==> config.mk <==
export PLATFORM = sky130hd
export DESIGN_NAME = spi_write
export DESIGN_NICKNAME = d
export VERILOG_FILES = /design/src/rtl/spi_write.sv
export SDC_FILE = /design/constraint.sdc
export NUM_CORES = 1
export LEC_CHECK = 0
export ABC_AREA = 1
export CAP_MARGIN = 10
export CORE_AREA = 3 3 50 52
export CTS_CLUSTER_SIZE = 40
export DETAILED_ROUTE_END_ITERATION = 10
export DIE_AREA = 0 0 53 55
export GPL_TIMING_DRIVEN = 0
export PLACE_DENSITY = 0.75
export SYNTH_ARGS = -nofsm -noshare
export SYNTH_HDL_FRONTEND = slang
export SYNTH_SLANG_ARGS = --single-unit
==> constraint.sdc <==
create_clock -name spiClock -period 1.6 [get_ports spiClock]
set_input_delay 0.24 -clock spiClock [delete_from_list [all_inputs] [get_ports spiClock]]
set_output_delay 0.24 -clock spiClock [all_outputs]
set_load 0.03 [all_outputs]
==> src/rtl/spi_write.sv <==
// SPI transmit shifter: sends a BYTE_SIZE-byte word MSB-first on MOSI, one bit per
// spiClock rising edge, then optional trailing idle bits; level start / held finish.
//   state | meaning
//   IDLE  | waiting for start, MOSI at IDLE_BIT
//   SHIFT | payload bits being driven
//   TRAIL | trailing IDLE_BIT cycles (SD Ncr/Nwr gap)
//   DONE  | finish held until start drops
module spi_write #(
    parameter int   BYTE_SIZE  = 1,
    parameter int   TRAIL_BITS = 0,
    parameter logic IDLE_BIT   = 1'b1
) (
    input  logic                   spiClock,
    input  logic                   nReset,
    input  logic                   start,
    input  logic [BYTE_SIZE*8-1:0] byteIn,
    output logic                   bitOut,
    output logic                   busy,
    output logic                   finish
);

    localparam int N  = BYTE_SIZE * 8;
    localparam int CW = ($clog2(N + 1) < 1) ? 1 : $clog2(N + 1);
    localparam int TW = ($clog2(TRAIL_BITS + 1) < 1) ? 1 : $clog2(TRAIL_BITS + 1);

    typedef enum logic [1:0] {
        S_IDLE  = 2'd0,
        S_SHIFT = 2'd1,
        S_TRAIL = 2'd2,
        S_DONE  = 2'd3
    } state_t;

    state_t          state;
    // The MSB goes straight to bitOut on the accepting edge, so only N-1 bits remain.
    logic [N-2:0]    shreg;
    logic [CW-1:0]   cnt;
    logic [TW-1:0]   tcnt;

    always_ff @(posedge spiClock or negedge nReset) begin
        if (!nReset) begin
            state  <= S_IDLE;
            bitOut <= IDLE_BIT;
            busy   <= 1'b0;
            finish <= 1'b0;
            shreg  <= '0;
            cnt    <= '0;
            tcnt   <= '0;
        end else begin
            case (state)
                S_IDLE: begin
                    if (start) begin
                        shreg  <= byteIn[N-2:0];
                        bitOut <= byteIn[N-1];
                        cnt    <= CW'(N - 1);
                        busy   <= 1'b1;
                        state  <= S_SHIFT;
                    end
                end
                S_SHIFT: begin
                    if (!start) begin
                        bitOut <= IDLE_BIT;
                        busy   <= 1'b0;
                        state  <= S_IDLE;
                    end else if (cnt != '0) begin
                        bitOut <= shreg[N-2];
                        shreg  <= {shreg[N-3:0], 1'b0};
                        cnt    <= cnt - 1'b1;
                    end else begin
                        bitOut <= IDLE_BIT;
                        if (TRAIL_BITS > 0) begin
                            tcnt  <= TW'(TRAIL_BITS - 1);
                            state <= S_TRAIL;
                        end else begin
                            finish <= 1'b1;
                            busy   <= 1'b0;
                            state  <= S_DONE;
                        end
                    end
                end
                S_TRAIL: begin
                    bitOut <= IDLE_BIT;
                    if (!start) begin
                        busy  <= 1'b0;
                        state <= S_IDLE;
                    end else if (tcnt != '0) begin
                        tcnt <= tcnt - 1'b1;
                    end else begin
                        finish <= 1'b1;
                        busy   <= 1'b0;
                        state  <= S_DONE;
                    end
                end
                S_DONE: begin
                    bitOut <= IDLE_BIT;
                    if (!start) begin
                        finish <= 1'b0;
                        state  <= S_IDLE;
                    end
                end
                default: begin
                    bitOut <= IDLE_BIT;
                    busy   <= 1'b0;
                    finish <= 1'b0;
                    state  <= S_IDLE;
                end
            endcase
        end
    end

endmodule

==> results of run 1 <==
stage by stage:
step	utilization, %	cells	instance area, um^2	hold slack (ps)	setup slack [ps]
finish	59.5	174	1280	380	90.0
global route	59.5	174	1280	410	-3.38
detailed placement	56.8	168	1220	479	43.3
global placement	56.8	168	1220	458	60.2
CTS	58.4	172	1250	398	18.9
floorplan	-	127	1050	-55.6	189
layout make-up:
class | instances | area [um^2]
buffer | 3 | 38.8
timing repair buffer | 15 | 149
inverter | 21 | 83.8
multi-input combinational | 87 | 533
fill | 198 | 870
clock buffer | 4 | 36.3
sequential | 16 | 403
tap | 28 | 35.0
per-layer routing:
| layer | vias up | global-route usage [%] | part of all wire (%) |
|---|---|---|---|
| met5 | - | 0 | 0 |
| met4 | 0 | 8.09 | 2.0 |
| met3 | 6 | 4.29 | 3.1 |
| met2 | 13 | 28.7 | 49 |
| met1 | 418 | 21.7 | 46 |
| li1 | 442 | - | - |
how the worst max path moves through the flow:
| stage | slack, ps | from | endpoint | cells after the start |
|---|---|---|---|---|
| 2_1_floorplan | 190 | state[1] | cnt[1] | 10 |
| 3_3_place_gp | 60 | start | cnt[2] | 7 |
| 3_5_place_dp | 40 | start | cnt[2] | 7 |
| 4_1_cts | 20 | busy | busy | 1 |
| 6_report | 90 | state[1] | cnt[2] | 9 |
| 5_1_grt | -3 | state[1] | cnt[2] | 9 |
cells by family (layout without fill, tap and decap cells):
logic type	Yosys count	after routing	synth area share, %
compound gates	20	20	13.6
xor+xnor	1	1	0.831
fa+ha+maj	7	7	8.30
buf+inv	24	43	11.6
flops	16	16	38.1
simple gates	59	59	27.5
worst max-delay path: cells and delay by family, from the launching register on:
kind / cells / cell delay, ps
buffers and inverters: 4 / 490
DFF: 1 / 440
and+or+nand+nor: 3 / 250
adders and majority gates: 1 / 170
AOI/OAI and AO/OA: 1 / 50
cells in the final DEF, fill, tap and decap left out, drive strengths merged:
cell / n
nand2: 41
a21boi: 1
buf: 5
nand4: 3
nor3: 1
dfrtp: 15
xor2: 1
dfstp: 1
nor2: 4
clkbuf: 4
clkdlybuf4s50: 10
o21ai: 18
dlymetal6s2s: 2
dlygate4sd2: 1
ha: 7
inv: 21
a21oi: 1
nand3: 10
flip-flops by register name (all words and copies together) (netlist names):
signal	count
shreg	7
cnt	4
state	2
bitOut	1
busy	1
finish	1
power by group through the flow:
stage	clock, mW	sequential [mW]	combinational (mW)
final	0.268	0.715	1.50
after global routing	0.300	0.743	1.68
after CTS	0.282	0.718	1.48
after detailed placement	0	0.727	1.48
after global placement	0	0.715	1.43
after floorplan	0	0.779	1.10
timing repair:
item	CTS	global route
setup buffers	0	2
resized for setup	1	5
cloned	0	0
hold buffers	0	0
setup endpoints to repair	1	13
==> impl_results.rst, run 1 <==
.. list-table::
   :header-rows: 1

   * - Metric
     - Value
   * - Startpoint Class
     - flip-flop
   * - Number of max-cap violations
     - 0
   * - Initial DRC count
     - 15
   * - R2R Setup Slk
     - 90 ps
   * - Post-synth EDFFs
     - 0
   * - Post-Syn Area
     - 1050 um^2
   * - Count of input and output buffers
     - 13
   * - Mean Syn Cell Area
     - 8.31 um^2
   * - Library cells used by synthesis
     - 26
   * - GR Overflow Total
     - 0
   * - Placer congestion estimate
     - 0.837
   * - Prevailing post-synth register cell
     - sky130_fd_sc_hd__dfrtp_1
   * - Final setup viols
     - 0
   * - Maximum operating frequency
     - 0.662 GHz
   * - Crit Path Max Fanout
     - 10
   * - Total Die Area
     - 2920 um^2
   * - Min Clock Period, post-route
     - 1510 ps
   * - Level count of the clock H-tree
     - 1
   * - DR vias
     - 879
   * - PwrDens
     - 1940 nW/um^2
   * - Largest area contributor in the synthesized netlist
     - sky130_fd_sc_hd__dfrtp_1
   * - Ratio of routed vias to standard cells
     - 5.05
   * - Share of power burned in combinational logic
     - 60.4%
   * - Top cells by area in the synthesized netlist
     - sky130_fd_sc_hd__dfrtp_1 (36%), sky130_fd_sc_hd__nand2_1 (13%), sky130_fd_sc_hd__ha_1 (8.3%), sky130_fd_sc_hd__o21ai_2 (6.6%), sky130_fd_sc_hd__inv_1 (6.4%)
   * - Clock Path Buffers
     - 2
   * - Cell-by-cell trace of the critical path
     - inv_1 -> ha_1 -> buf_6 -> nor2_4 -> nor2_4 -> nand2_4 -> inv_6 -> buf_12 -> o21ai_2
   * - Data required time at the worst endpoint
     - 1780 ps
   * - Antenna violations before repair
     - 0
   * - Wire length per cell
     - 12.3 um
   * - Sequential area share after synthesis
     - 38.1%
   * - Setup clock skew after layout
     - 1.56 ps
   * - First-pass GRT wire length
     - 3620 um
   * - Starting density of the core
     - 49.1%
   * - Final routed DRC violation total
     - 0
   * - Final wirelength
     - 2140 um
   * - CTS root buffer
     - sky130_fd_sc_hd__clkbuf_4
   * - Die extent in x
     - 53 um
   * - Measured slew at the worst slew-check pin
     - 736 ps
   * - Cells after Synth
     - 127
   * - Max-slew violation count
     - 0
   * - Data arrival at the endpoint of the critical path
     - 1690 ps
   * - Sequential Power Share
     - 28.8%
   * - Net switching share of the total power
     - 46.1%
   * - Portion of synthesized cell area occupied by the leading cell type
     - 35.6%
   * - Number of ports placed on the die boundary
     - 14
   * - Pin count of the biggest net entering global routing
     - 17
   * - Final Cycle Share
     - 94.4%
   * - Height of the die
     - 55 um
   * - Number of global-route vias before repair
     - 838
   * - Synth-to-Final Area Change
     - 21.2%
   * - Total track usage
     - 17.5%
   * - Most common cell in the netlist
     - sky130_fd_sc_hd__nand2_1
   * - Standby leakage power
     - 0.655 nW
   * - Placement Rows
     - 17
   * - Post-synthesis async set-or-reset flop share
     - 100%
   * - Flops & latches, synth
     - 16
   * - First-pass detailed-route iteration total
     - 4
   * - Post-layout nets
     - 165
   * - Clock group share of total power
     - 10.8%
   * - Launch instance of the worst register-to-register path
     - state[1]
   * - Relative slew slack
     - 50.8%
   * - Leading post-synthesis cells by instance count
     - sky130_fd_sc_hd__nand2_1 (37), sky130_fd_sc_hd__inv_1 (18), sky130_fd_sc_hd__dfrtp_1 (15)
   * - Clk slew on worst S/H paths
     - 90 ps
   * - Power spent charging and discharging nets
     - 1.15 mW
   * - Total clock sinks
     - 16
   * - Number of failing hold endpoints at the final stage
     - 0
   * - Core ar.
     - 2150 um^2
   * - Clk Latency, worst-skew pair
     - 290 ps
   * - Number of routed nets with antenna violations
     - 0
   * - Cell seen most often among critical-path stages
     - sky130_fd_sc_hd__nor2_4
   * - Fraction of layout cells with a size suffix above 1
     - 21.9%
   * - Class of the most critical hold timing path
     - in2async
   * - Diodes inserted
     - 0
   * - Internal Dissipation
     - 1.34 mW
   * - IR Drop Worst-Case VDD
     - 1.04 mV
   * - RR Endpoint
     - cnt[2]
   * - Count of yosys warnings during synthesis
     - 0
   * - Critical setup path kind
     - reg2reg
   * - Syn nets
     - 145
   * - Design Power
     - 2.48 mW
   * - DP HPWL
     - 1550 um
   * - Delay of the slowest cell on the worst path
     - 440 ps
   * - Run status
     - finished, final reports clean
   * - TritonCTS clock tree
     - yes
   * - Kind of end point of the critical path
     - flip-flop
   * - Slowest cell on crit path
     - sky130_fd_sc_hd__dfrtp_2
   * - CTS buffer count
     - 3
   * - Post-Route Setup TNS
     - 0 ps
   * - Number of cell instances on the worst register-to-register path
     - 9
Note: power is estimated with default switching activity, not from simulation.
==> run 2: changes to the inputs <==
Settings changed: CORE_AREA 3 3 50 52 to 3 3 51 53, DIE_AREA 0 0 53 55 to 0 0 54 56, MAX_ROUTING_LAYER from default to met4.
Clock period 1.6 ns to 1.3 ns, I/O delays scaled along.
==> impl_results.rst, run 2 (same netlist as run 1, synthesis figures left out) <==
.. list-table::
   :header-rows: 1

   * - Metric
     - Value
   * - Run status
     - finished, violations left
   * - Violated checks
     - setup timing
   * - CTS buffer count
     - 3
   * - Final routed DRC violation total
     - 0
   * - Number of failing hold endpoints at the final stage
     - 0
   * - GR Overflow Total
     - 0
   * - Number of ports placed on the die boundary
     - 14
   * - Number of max-cap violations
     - 0
   * - Number of cell instances on the worst register-to-register path
     - 9
   * - Standby leakage power
     - 0.732 nW
   * - GR Util met3
     - 5.09%
   * - Fraction of layout cells with a size suffix above 1
     - 41.4%
   * - Number of routed nets with antenna violations
     - 0
   * - Clk slew on worst S/H paths
     - 100 ps
   * - Final setup viols
     - 9
   * - Relative slew slack
     - 51.9%
   * - Setup clock skew after layout
     - 12.8 ps
   * - Min Clock Period, post-route
     - 1430 ps
   * - Class of the most critical hold timing path
     - in2async
   * - Max-slew violation count
     - 0
   * - Total Die Area
     - 3020 um^2
   * - TritonCTS clock tree
     - yes
   * - Post-layout nets
     - 176
   * - Max reg flops
     - 7
   * - RR Endpoint
     - shreg[0]
   * - Total clock sinks
     - 16
   * - IR Drop Worst-Case VDD
     - 1.53 mV
   * - Number of global-route vias before repair
     - 956
   * - Pin count of the biggest net entering global routing
     - 17
   * - Grt peak-use layer
     - met2
   * - Data required time at the worst endpoint
     - 1480 ps
   * - Ratio of routed vias to standard cells
     - 5.11
   * - Synth-to-Final Area Change
     - 45.0%
   * - Initial DRC count
     - 11
   * - First-pass detailed-route iteration total
     - 4
   * - R2R Setup Slk
     - -130 ps
   * - Met2 Track Usage GR
     - 33.4%
   * - Height of the die
     - 56 um
   * - PwrDens
     - 2590 nW/um^2
   * - First-pass GRT wire length
     - 4370 um
   * - Final design utilization
     - 69.8%
   * - Diodes inserted
     - 0
   * - Final wirelength
     - 2630 um
   * - Register area
     - 403 um^2
   * - Kind of end point of the critical path
     - flip-flop
   * - Non-filler cells, final
     - 185
   * - Clk Latency, worst-skew pair
     - 290 ps
   * - DP HPWL
     - 1600 um
   * - Fillers
     - 166
   * - Final WS setup
     - -127 ps
   * - Count of input and output buffers
     - 13
   * - Area occupied by multi-input gates
     - 666 um^2
   * - Starting density of the core
     - 48.1%
   * - Placed instance count
     - 168
   * - Most common library cell in the layout ignoring fill and taps
     - sky130_fd_sc_hd__nand2_1
   * - Measured slew at the worst slew-check pin
     - 720 ps
   * - Wire length per cell
     - 14.2 um
   * - Startpoint Class
     - flip-flop
   * - Core ar.
     - 2190 um^2
   * - Worst Hold Margin
     - 318 ps
   * - Placer congestion estimate
     - 0.833
   * - Setup repair after global routing missed its margin
     - yes
   * - Clock Path Buffers
     - 2
   * - Maximum operating frequency
     - 0.701 GHz
   * - Placement Rows
     - 17
   * - Crit Path Max Fanout
     - 6
   * - Total track usage
     - 19.8%
   * - Register ranked first by flip-flop count
     - shreg
   * - Data arrival at the endpoint of the critical path
     - 1610 ps
   * - CTS root buffer
     - sky130_fd_sc_hd__clkbuf_4
   * - Level count of the clock H-tree
     - 1
   * - Post-Place Worst Slack
     - -222 ps
   * - Die extent in x
     - 54 um
   * - Final Cycle Share
     - 110%
   * - DR vias
     - 945
   * - Met1 Track Usage GR
     - 23.5%
   * - Largest registers in the final layout
     - shreg x7, cnt x4, state x2
   * - Antenna violations before repair
     - 0
   * - Launch instance of the worst register-to-register path
     - state[1]
   * - Leading cell types in the layout, fill and taps excluded
     - sky130_fd_sc_hd__nand2_1 (32), sky130_fd_sc_hd__dfrtp_1 (14), sky130_fd_sc_hd__inv_1 (13), sky130_fd_sc_hd__o21ai_2 (10), sky130_fd_sc_hd__clkdlybuf4s50_1 (10)
   * - Critical setup path kind
     - reg2reg
## run 2: worst max path at each step
stage	end	from	depth (start not counted)
floorplan	cnt[1]	state[1]	10
global placement	shreg[0]	start	7
detailed placement	cnt[2]	start	7
CTS	cnt[2]	state[1]	9
global route	shreg[6]	state[1]	9
finish	shreg[0]	state[1]	9
## run 2: final cells by class
| class | count | area share, % |
|---|---|---|
| Multi-Input combinational cell | 87 | 43.5 |
| Sequential cell | 16 | 26.4 |
| Timing Repair Buffer | 27 | 17.6 |
| Inverter | 21 | 5.81 |
| Clock buffer | 4 | 2.37 |
| Tap cell | 28 | 2.29 |
| Buffer | 2 | 2.05 |
## run 2: critical path, stage by stage (launching register included)
cell and delay (ps):
sky130_fd_sc_hd__dfrtp_1 410, sky130_fd_sc_hd__inv_2 120, sky130_fd_sc_hd__ha_4 200, sky130_fd_sc_hd__nor2_4 50, sky130_fd_sc_hd__nor2_4 100, sky130_fd_sc_hd__nand2_4 70, sky130_fd_sc_hd__inv_6 80, sky130_fd_sc_hd__buf_12 120
sky130_fd_sc_hd__buf_12 120, sky130_fd_sc_hd__o21ai_2 50
## run 2: layer usage
layer,part of all wire [%],up-vias
met4,0.88,0
met1,40,454
met2,54,23
met3,4.6,4
met5,0,-
li1,-,464
## run 2: timing repair
item,CTS,global route
gates resized for setup,30,19
gates cloned,2,0
hold buffers,0,0
setup endpoints to repair,19,17
endpoints found under the hold margin,0,0
setup buffers,10,3
pin swaps,7,11
## run 2: power breakdown
group          switching, mW  internal, mW
sequential             0.150         0.748
clock                  0.166         0.171
combinational           1.50          1.23
total                   1.82          2.15
## run 2: metrics by stage
| stage | instance area, um^2 | total power, mW | setup TNS, ps |
|---|---|---|---|
| 2_1_floorplan | 1080 | 2.37 | -268 |
| 3_3_place_gp | 1250 | 2.71 | -2060 |
| 3_5_place_dp | 1250 | 2.80 | -2510 |
| 4_1_cts | 1460 | 3.71 | -923 |
| 5_1_grt | 1530 | 4.26 | -2020 |
| 6_report | 1530 | 3.96 | -718 |
